<file path="src/rtl/mef_irrigacao_pkg.sv">
// Shared encodings for the irrigation sequencer: FSM states, mef1 codes to the validator, error codes.
package mef_irrigacao_pkg;

    localparam int unsigned MEF1_W = 2;
    localparam int unsigned CODE_W = 2;

    typedef enum logic [2:0] {
        S_IDLE     = 3'd0,
        S_ENCHENDO = 3'd1,
        S_REGA_ASP = 3'd2,
        S_REGA_GOT = 3'd3,
        S_LIMPEZA  = 3'd4,
        S_ERRO     = 3'd5
    } estado_t;

    typedef enum logic [CODE_W-1:0] {
        ERR_NONE  = 2'b00,
        ERR_VALID = 2'b01,
        ERR_REQS  = 2'b10,
        ERR_NIVEL = 2'b11
    } erro_t;

    localparam logic [MEF1_W-1:0] MEF1_IDLE = 2'b00;
    localparam logic [MEF1_W-1:0] MEF1_ENCH = 2'b01;
    localparam logic [MEF1_W-1:0] MEF1_LIMP = 2'b10;
    localparam logic [MEF1_W-1:0] MEF1_REGA = 2'b11;

    // Validator rega encoding that confirms each irrigation mode
    localparam logic [1:0] REGA_MODO_ASP = 2'b10;
    localparam logic [1:0] REGA_MODO_GOT = 2'b01;

    function automatic logic [MEF1_W-1:0] mef1_de(input estado_t s);
        case (s)
            S_ENCHENDO:             return MEF1_ENCH;
            S_LIMPEZA:              return MEF1_LIMP;
            S_REGA_ASP, S_REGA_GOT: return MEF1_REGA;
            default:                return MEF1_IDLE;
        endcase
    endfunction

endpackage

</file>
<file path="src/rtl/timer_descendente.sv">
// Tick-driven down-counter; done_c flags the tick that completes the loaded duration.
module timer_descendente #(
    parameter int unsigned CNT_W = 8
) (
    input  logic             clk,
    input  logic             rst_n,
    input  logic             load,
    input  logic [CNT_W-1:0] load_val,
    input  logic             tick,
    output logic             done_c
);

    logic [CNT_W-1:0] cnt_q;

    always_ff @(posedge clk) begin
        if (!rst_n) begin
            cnt_q <= '0;
        end else if (load) begin
            cnt_q <= load_val;
        end else if (tick && (cnt_q != '0)) begin
            cnt_q <= cnt_q - CNT_W'(1);
        end
    end

    assign done_c = tick && (cnt_q == CNT_W'(1));

endmodule

</file>
<file path="src/rtl/mef_irrigacao.sv">
// Irrigation sequencer: fill, sprinkler/drip runs, periodic cleaning and error handling.
module mef_irrigacao
    import mef_irrigacao_pkg::*;
#(
    parameter int unsigned T_ASP        = 8,
    parameter int unsigned T_GOT        = 16,
    parameter int unsigned T_LIMP       = 4,
    parameter int unsigned T_FILL       = 32,
    parameter int unsigned N_REGAS_LIMP = 4,
    parameter int unsigned CNT_W        = 8
) (
    input  logic              clk,
    input  logic              rst_n,
    input  logic              tick,
    input  logic              asp_req,
    input  logic              got_req,
    input  logic [1:0]        rega_in,
    input  logic              erro_in,
    input  logic              nivel_min,
    input  logic              nivel_max,
    output logic [MEF1_W-1:0] mef1,
    output logic              VE,
    output logic              valv_asp,
    output logic              valv_got,
    output logic              limpeza,
    output logic              alarme,
    output logic [CODE_W-1:0] erro_code
);

    localparam int unsigned REGAS_W = (N_REGAS_LIMP > 1) ? $clog2(N_REGAS_LIMP) : 1;

    estado_t            state_q, state_d;
    erro_t              code_q, code_d;
    logic [REGAS_W-1:0] cnt_q, cnt_d;
    logic               pend_q, pend_d;
    logic               entry_q;
    logic               load_c, done_c;
    logic [CNT_W-1:0]   load_val_c;
    logic [1:0]         modo_c;

    timer_descendente #(.CNT_W(CNT_W)) u_timer (
        .clk      (clk),
        .rst_n    (rst_n),
        .load     (load_c),
        .load_val (load_val_c),
        .tick     (tick),
        .done_c   (done_c)
    );

    // Next state, error code, completion counter and cleaning request
    always_comb begin
        state_d = state_q;
        code_d  = code_q;
        cnt_d   = cnt_q;
        pend_d  = pend_q;
        modo_c  = (state_q == S_REGA_ASP) ? REGA_MODO_ASP : REGA_MODO_GOT;
        unique case (state_q)
            S_IDLE: begin
                if (nivel_min && nivel_max) begin
                    state_d = S_ERRO;
                    code_d  = ERR_NIVEL;
                end else if (nivel_min) begin
                    state_d = S_ENCHENDO;
                end else if (pend_q) begin
                    state_d = S_LIMPEZA;
                end else if (asp_req && got_req) begin
                    state_d = S_ERRO;
                    code_d  = ERR_REQS;
                end else if (asp_req) begin
                    state_d = S_REGA_ASP;
                end else if (got_req) begin
                    state_d = S_REGA_GOT;
                end
            end
            S_ENCHENDO: begin
                if (nivel_min && nivel_max) begin
                    state_d = S_ERRO;
                    code_d  = ERR_NIVEL;
                end else if (nivel_max) begin
                    state_d = S_IDLE;
                end else if (done_c) begin
                    state_d = S_ERRO;
                    code_d  = ERR_NIVEL;
                end
            end
            S_REGA_ASP, S_REGA_GOT: begin
                // Validator output lags one cycle, so the mode check waits past entry
                if (erro_in) begin
                    state_d = S_ERRO;
                    code_d  = ERR_VALID;
                end else if (nivel_min) begin
                    state_d = S_ENCHENDO;
                end else if (!entry_q && (rega_in != modo_c)) begin
                    state_d = S_IDLE;
                end else if (done_c) begin
                    state_d = S_IDLE;
                    if (cnt_q == REGAS_W'(N_REGAS_LIMP - 1)) begin
                        cnt_d  = '0;
                        pend_d = 1'b1;
                    end else begin
                        cnt_d = cnt_q + REGAS_W'(1);
                    end
                end
            end
            S_LIMPEZA: begin
                if (done_c) begin
                    state_d = S_IDLE;
                    pend_d  = 1'b0;
                end
            end
            S_ERRO: begin
                if (!asp_req && !got_req && !erro_in && !(nivel_min && nivel_max)) begin
                    state_d = S_IDLE;
                    code_d  = ERR_NONE;
                end
            end
            default: begin
                state_d = S_IDLE;
                code_d  = ERR_NONE;
            end
        endcase
    end

    // Timer reload on every state entry with that state's duration
    always_comb begin
        load_c     = (state_d != state_q);
        load_val_c = '0;
        case (state_d)
            S_ENCHENDO: load_val_c = CNT_W'(T_FILL);
            S_REGA_ASP: load_val_c = CNT_W'(T_ASP);
            S_REGA_GOT: load_val_c = CNT_W'(T_GOT);
            S_LIMPEZA:  load_val_c = CNT_W'(T_LIMP);
            default:    load_val_c = '0;
        endcase
    end

    // Outputs are decoded from the next state so they line up with the state register
    always_ff @(posedge clk) begin
        if (!rst_n) begin
            state_q   <= S_IDLE;
            code_q    <= ERR_NONE;
            cnt_q     <= '0;
            pend_q    <= 1'b0;
            entry_q   <= 1'b0;
            mef1      <= MEF1_IDLE;
            VE        <= 1'b0;
            valv_asp  <= 1'b0;
            valv_got  <= 1'b0;
            limpeza   <= 1'b0;
            alarme    <= 1'b0;
            erro_code <= ERR_NONE;
        end else begin
            state_q   <= state_d;
            code_q    <= code_d;
            cnt_q     <= cnt_d;
            pend_q    <= pend_d;
            entry_q   <= load_c;
            mef1      <= mef1_de(state_d);
            VE        <= (state_d == S_ENCHENDO);
            valv_asp  <= (state_d == S_REGA_ASP) || (state_d == S_LIMPEZA);
            valv_got  <= (state_d == S_REGA_GOT) || (state_d == S_LIMPEZA);
            limpeza   <= (state_d == S_LIMPEZA);
            alarme    <= (state_d == S_ERRO);
            erro_code <= (state_d == S_ERRO) ? code_d : ERR_NONE;
        end
    end

endmodule

</file>
<file path="config.mk">
export PLATFORM = sky130hd
export DESIGN_NAME = mef_irrigacao
export DESIGN_NICKNAME = d
export VERILOG_FILES = /design/src/rtl/mef_irrigacao_pkg.sv /design/src/rtl/timer_descendente.sv /design/src/rtl/mef_irrigacao.sv
export SDC_FILE = /design/constraint.sdc
export NUM_CORES = 1
export LEC_CHECK = 0
export CAP_MARGIN = 20
export CORE_ASPECT_RATIO = 0.7
export CORE_MARGIN = 5
export CORE_UTILIZATION = 51
export CTS_BUF_LIST = sky130_fd_sc_hd__clkbuf_4 sky130_fd_sc_hd__clkbuf_8
export DETAILED_ROUTE_END_ITERATION = 10
export DONT_BUFFER_PORTS = 1
export GPL_TIMING_DRIVEN = 0
export MAX_ROUTING_LAYER = met4
export PLACE_DENSITY = 0.7
export SYNTH_ARGS = -nofsm -noshare
export SYNTH_HDL_FRONTEND = slang
export SYNTH_SLANG_ARGS = --single-unit
</file>
<file path="constraint.sdc">
create_clock -name clk -period 2.4 [get_ports clk]
set_input_delay 0.48 -clock clk [delete_from_list [all_inputs] [get_ports clk]]
set_output_delay 0.48 -clock clk [all_outputs]
set_load 0.05 [all_outputs]
</file>
==> results of run 1 <==
==> critical path: stages, from the launching register on <==
cell,delay [ps]
dfxtp_1,350
nor3b_2,180
or3_1,350
a41oi_1,220
o221a_2,300
mux2i_2,380
nor2_4,120
mux2_4,310
==> path summary, 6_finish.rpt <==
path                    from          endpoint
setup / recovery  state_q[1]  u_timer.cnt_q[5]
hold reg to reg     cnt_q[1]          cnt_q[1]
setup reg to reg  state_q[1]  u_timer.cnt_q[5]
hold / removal         rst_n        state_q[2]
==> layout make-up <==
cell class              instances  area share
plain buffers                   7      0.0209
repair buffers                  3      0.0139
well taps                      36      0.0278
flip-flops and latches         26       0.321
inverters                       8      0.0185
multi-input cells             128       0.553
clock buffers                   3      0.0255
clock inverters                 1      0.0185
==> metal layers <==
layer	GRT usage	vias to the layer above	wire length (µm)
met5	-	-	0
met4	0.0693	0	21
met3	0.0422	6	146
met2	0.285	28	1480
met1	0.253	604	1760
li1	-	633	-
==> timing repair <==
item	CTS	global route
resized for setup	3	1
setup buffers	0	3
pin swaps	0	3
endpoints found under the setup margin	1	3
==> cells in the final DEF, fill, tap and decap left out, drive strengths merged, types with 3 or more instances in the layout <==
cell type / netlist / layout
dfxtp: 26 / 26
nor2: 18 / 18
nand2: 15 / 15
a21oi: 10 / 10
inv: 8 / 8
buf: 5 / 8
nor4: 7 / 7
o21ai: 7 / 7
nor3: 6 / 6
nand3: 5 / 5
mux2i: 5 / 5
clkbuf: 2 / 5
and3: 4 / 4
xnor2: 4 / 4
ha: 4 / 4
xor2: 3 / 3
and2: 3 / 3
nor3b: 3 / 3
==> cells by family after synthesis <==
| kind of cell | count (synthesis) |
|---|---|
| xor+xnor | 7 |
| flops | 26 |
| compound gates | 37 |
| simple gates | 73 |
| buf+inv | 15 |
| fa+ha+maj | 4 |
| mux | 7 |
==> state kept, by name (all words and copies together), names as in the netlist, 2 cells and up <==
| signal | flops |
|---|---|
| state_q | 3 |
| cnt_q | 2 |
| erro_code | 2 |
| u_timer.cnt_q | 8 |
| code_q | 2 |
| mef1 | 2 |
==> report_power, final <==
group / internal [mW] / leakage, nW / switching, mW
combinational: 0.400 / 0.368 / 0.509
sequential: 0.540 / 0.213 / 0.251
clock: 0.223 / 0.0357 / 0.141
total: 1.16 / 0.616 / 0.900
==> impl_metrics.yaml, run 1 <==
outcome:
  status: "complete, no violations"
route:
  wl_mm: 3.41
  drc_errors: 0
  viasPerCell: 6.00
  wire_per_inst_um: 16.1
  drt_iter0_drc: 111
  ant_nets: 0
  via_count: 1271
  first_pass_iters: 4
die:
  fp.dieH_um: 54.8
  fp.dieW_um: 74.0
  rows: 16
  die-area_um2: 4050
  start_util: 0.529
  core-area_um2: 2760
  pin_count: 19
placement:
  gp_congestion: 0.913
  io_buffer_count: 0
  dpl.hpwl_mm: 2.57
  place_ws_ps: -215
  place_inst: 205
  placed_cell_area_um2: 1510
hold_path:
  hold_depth: 1
  hold_path_class: "primary input to flip-flop"
timing:
  slew_headroom: 0.631
  report.final.slew_viol_count: 0
  rsz0062_at_grt: "no"
  finalCritPeriodShare: 0.976
  worst_pin_slew_ps: 551
  final-setup-viol-count: 0
  timing.hold.ws_ps: 383
  skew_ps: 11.6
  setup_ws_ps: 58.8
  finalSetupTns_ps: 0
  fin_crit_ps: 2340
  fmax_mhz: 427
  finalHoldViolCount: 0
finish:
  syn_to_final_growth_pct: 10.9
  final_core_util: 0.586
  fin_nets: 191
  num-fill-cells: 253
  stdcell_count: 212
  design_area_um2: 1620
  diodes: 0
  multi_input_area_um2: 896
  drive_gt1_frac: 0.170
  seq_area_um2: 520
logic_synthesis:
  synth-edff-count: 0
  synth.most_common_cell: "dfxtp_1"
  yosys.area_share.simple: 0.280
  synth_commonest_cells: "dfxtp_1, nor2_1, nand2_1, a21oi_1, inv_1"
  synthTopCellsByArea: "dfxtp_1, nor2_1, nand2_1"
  synthMuxAreaShare: 0.0523
  synth_compound_area_frac: 0.191
  synth_fa_ha_area_frac: 0.0343
  netlist_area_um2: 1460
  synth_top_family_by_area: "simple AND/OR/NAND/NOR gates"
  ys_types: 54
  synth-main-ff-cell: "dfxtp_1"
  async_flop_share: 0
  synthCells: 169
  synth_xor_area_frac: 0.0420
  synth_top_area_share: 0.356
  synth_top_area_cell: "dfxtp_1"
  syn_avg_cell_area_um2: 8.64
  synth_nets: 183
  yosysSeqAreaShare: 0.356
  synth_warnings: 0
  synth-seq-cells: 26
critical_path:
  cp_data_arrival_time_ps: 2510
  crit_fanout: 6
  start_kind: "flip-flop"
  worst-r2r-setup-slack_ps: 60
  worstSetupEndpointType: "flip-flop"
  cp_data_required_time_ps: 2560
  worst-setup-path-type: "flip-flop to flip-flop"
  r2r_cells: 7
pwr:
  powerDensity_nw_per_um2: 1270
  p_total_mw: 2.06
  irDropWorstVdd_uv: 677
  static-leakage-power_nw: 0.616
clocking:
  clk_pin_slew_ps: 90
  cts_sinks: 26
  cts_made_buffers: 3
  cts_buffer_depth: 2
  clockRootBuffer: "clkbuf_8"
  hold_buffers: 0
  tritoncts: "done"
  insertion_delay_ps: 280
  cts-htree-levels: 1
grt:
  overflow: 0
  antenna_found_initial: 0
  grt_pass1_vias: 1206
  grt_usage: 0.191
  grt_max_degree: 16
  grt_pass1_wl_mm: 5.60
job:
  maxCapViolations: 0
Power figures use the tool's default switching activity.
==> run 2: changes to the inputs <==
--- a/config.mk
+++ b/config.mk
@@ -5,6 +5,7 @@
 export SDC_FILE = /design/constraint.sdc
 export NUM_CORES = 1
 export LEC_CHECK = 0
+export ABC_AREA = 1
 export CAP_MARGIN = 20
 export CORE_ASPECT_RATIO = 0.7
 export CORE_MARGIN = 5
==> run 2 against run 1 <==
Sequential power up 11%. Clock power decreased by 2%. First-iteration DRC count rose by 9.0%. Global-route usage down 1.8 points. Critical path depth increased by 10. Clock skew down 5.7 ps. Largest cell class unchanged.
==> impl_metrics.yaml, run 2 <==
pwr:
  powerDensity_nw_per_um2: 1530
  irDropWorstVdd_uv: 857
  seqPwrFrac: 0.325
  power_switching_mw: 1.40
  power.internal_mw: 1.28
  static-leakage-power_nw: 0.815
  combPwrFrac: 0.541
  p_total_mw: 2.69
  power.share.clock: 0.134
  swShare: 0.522
clocking:
  clk_pin_slew_ps: 90
  insertion_delay_ps: 270
  cts_sinks: 26
  tritoncts: "done"
  cts_buffer_depth: 2
  cts-htree-levels: 1
  cts_made_buffers: 3
  clockRootBuffer: "clkbuf_8"
logic_synthesis:
  synth-seq-cells: 26
  yosysSeqAreaShare: 0.318
  async_flop_share: 0
  synth_warnings: 0
  synth_top_area_cell: "dfxtp_1"
  ys_types: 30
  synth_nets: 254
  synth_commonest_cells: "nand2_1, nor2_1, inv_1, dfxtp_1"
  synthCells: 240
  synth_top_area_share: 0.318
  synth-edff-count: 0
  synthTopCellsByArea: "dfxtp_1, nand2_1, nor2_1"
  syn_avg_cell_area_um2: 6.82
  synth-main-ff-cell: "dfxtp_1"
  synth.most_common_cell: "nand2_1"
  netlist_area_um2: 1640
route:
  ant_nets: 0
  drt_iter0_drc: 121
  dr_wl_met2_mm: 1.33
  route.met3.wl_um: 220
  wl_mm: 3.58
  viasPerCell: 5.11
  via_count: 1440
  drc_errors: 0
  highest_layer: "met4"
  first_pass_iters: 4
  wire_per_inst_um: 12.7
  m1WireLength_mm: 2.01
finish:
  diodes: 0
  top_register: "u_timer.cnt_q"
  final_common_cell: "nand2_1"
  largest_reg_flops: 8
  final_core_util: 0.563
  mostFrequentLayoutCells: "nand2_1, nor2_1, inv_1"
  reg.largest.list: "u_timer.cnt_q: 8 flops, state_q: 3 flops"
  syn_to_final_growth_pct: 7.41
  design_area_um2: 1760
  drive_gt1_frac: 0.189
  stdcell_count: 282
  fin_nets: 259
placement:
  gp_congestion: 0.917
  dpl.hpwl_mm: 2.78
  place_ws_ps: 223
  placed_cell_area_um2: 1690
  io_buffer_count: 0
  place_inst: 278
critical_path:
  cp_data_arrival_time_ps: 2310
  crit_slowest_cell: "dfxtp_1"
  crit_family: "simple AND/OR/NAND/NOR gates"
  crit_fanout: 7
  start_kind: "flip-flop"
  worst-setup-path-type: "flip-flop to flip-flop"
  critical_path_buf_inv_count: 2
  cp_data_required_time_ps: 2570
  worstSetupEndpointType: "flip-flop"
  crit_chain: "inv_1, ha_1, nand2_1, nor2_2, nand2_1, nand3_1, nand2_1, nand2_2, nand3_4, nand2_2, nand2_2, nor2_8, nand2_4, inv_2, nor2_1, nor2_1, nor2_1"
  worst-r2r-setup-slack_ps: 250
  slowest_delay_ps: 340
timing:
  fin_crit_ps: 2150
  skew_ps: 5.93
  timing.hold.ws_ps: 457
  setup_ws_ps: 253
  rsz0062_at_grt: "no"
  finalSetupTns_ps: 0
  finalHoldViolCount: 0
  final-setup-viol-count: 0
  worst_pin_slew_ps: 506
  finalCritPeriodShare: 0.895
  fmax_mhz: 466
  slew_headroom: 0.663
  report.final.slew_viol_count: 0
die:
  fp.dieW_um: 77.7
  core-area_um2: 3130
  rows: 17
  fp.dieH_um: 57.4
  die-area_um2: 4460
  pin_count: 19
  start_util: 0.524
grt:
  grt_max_degree: 16
  antenna_found_initial: 0
  overflow: 0
  grt_usage: 0.172
  grt_pass1_wl_mm: 6.06
  grt_pass1_vias: 1309
outcome:
  status: "complete, no violations"
hold_path:
  hold_path_class: "flip-flop to flip-flop"
job:
  maxCapViolations: 0
==> run 2: final timing paths <==
| kind | from | end | cells past startpoint |
|---|---|---|---|
| worst max-delay path | u_timer.cnt_q[1] | u_timer.cnt_q[5] | 17 |
| worst min-delay path | cnt_q[1] | cnt_q[1] | 2 |
| worst min register to register | cnt_q[1] | cnt_q[1] | 2 |
| worst max register to register | u_timer.cnt_q[1] | u_timer.cnt_q[5] | 17 |
==> run 2: kinds of logic (layout without fill, tap and decap cells) <==
| logic type | Yosys count | after routing | share of synthesized area |
|---|---|---|---|
| fa+ha+maj | 4 | 4 | 0.0306 |
| flops | 26 | 26 | 0.318 |
| buf+inv | 45 | 49 | 0.105 |
| simple gates | 126 | 126 | 0.392 |
| xor+xnor | 5 | 5 | 0.0267 |
| compound gates | 34 | 34 | 0.128 |
==> run 2: what timing repair did <==
item | in CTS | in global routing
buffers inserted | 0 | 0
endpoints found under the hold margin | 0 | 0
gates resized for setup | 0 | 1
hold buffers | 0 | 0
endpoints found under the setup margin | 0 | 3
==> run 2: tightest hold or removal path, delay by kind of cell (launching register included) <==
kind,cells,cell delay [ps]
DFF,1,320
buffers and inverters,1,50
AOI/OAI and AO/OA,1,50
==> run 2: metal layers <==
layer | track usage | vias to the layer above
met3 | 0.0489 | 2
met4 | 0.0319 | 0
li1 | - | 773
met5 | - | -
met2 | 0.225 | 38
met1 | 0.260 | 627
==> run 2: power groups by stage <==
stage          clock, mW  sequential (mW)  combinational [mW]
5_1_grt            0.395            0.898                1.63
3_3_place_gp           0            0.884                1.43
4_1_cts            0.376            0.876                1.45
3_5_place_dp           0            0.882                1.43
2_1_floorplan          0            0.855                1.20
6_report           0.359            0.875                1.45
==> run 2: area by class of cell <==
class	instances	area [µm²]
fill	306	1370
multi-input combinational	169	948
sequential	26	520
inverter	43	164
tap	38	47.5
clock buffer	3	41.3
clock inverter	1	30.0
buffer	2	7.51
==> run 3: changes to the inputs <==
--- a/config.mk
+++ b/config.mk
@@ -13,6 +13,7 @@
 export CTS_BUF_LIST = sky130_fd_sc_hd__clkbuf_4 sky130_fd_sc_hd__clkbuf_8
 export DETAILED_ROUTE_END_ITERATION = 10
 export DONT_BUFFER_PORTS = 1
+export GPL_ROUTABILITY_DRIVEN = 0
 export GPL_TIMING_DRIVEN = 0
 export MAX_ROUTING_LAYER = met4
 export PLACE_DENSITY = 0.7
==> results of run 3 <==
No change in the layout: final DEF, timing and power equal those of run 2.
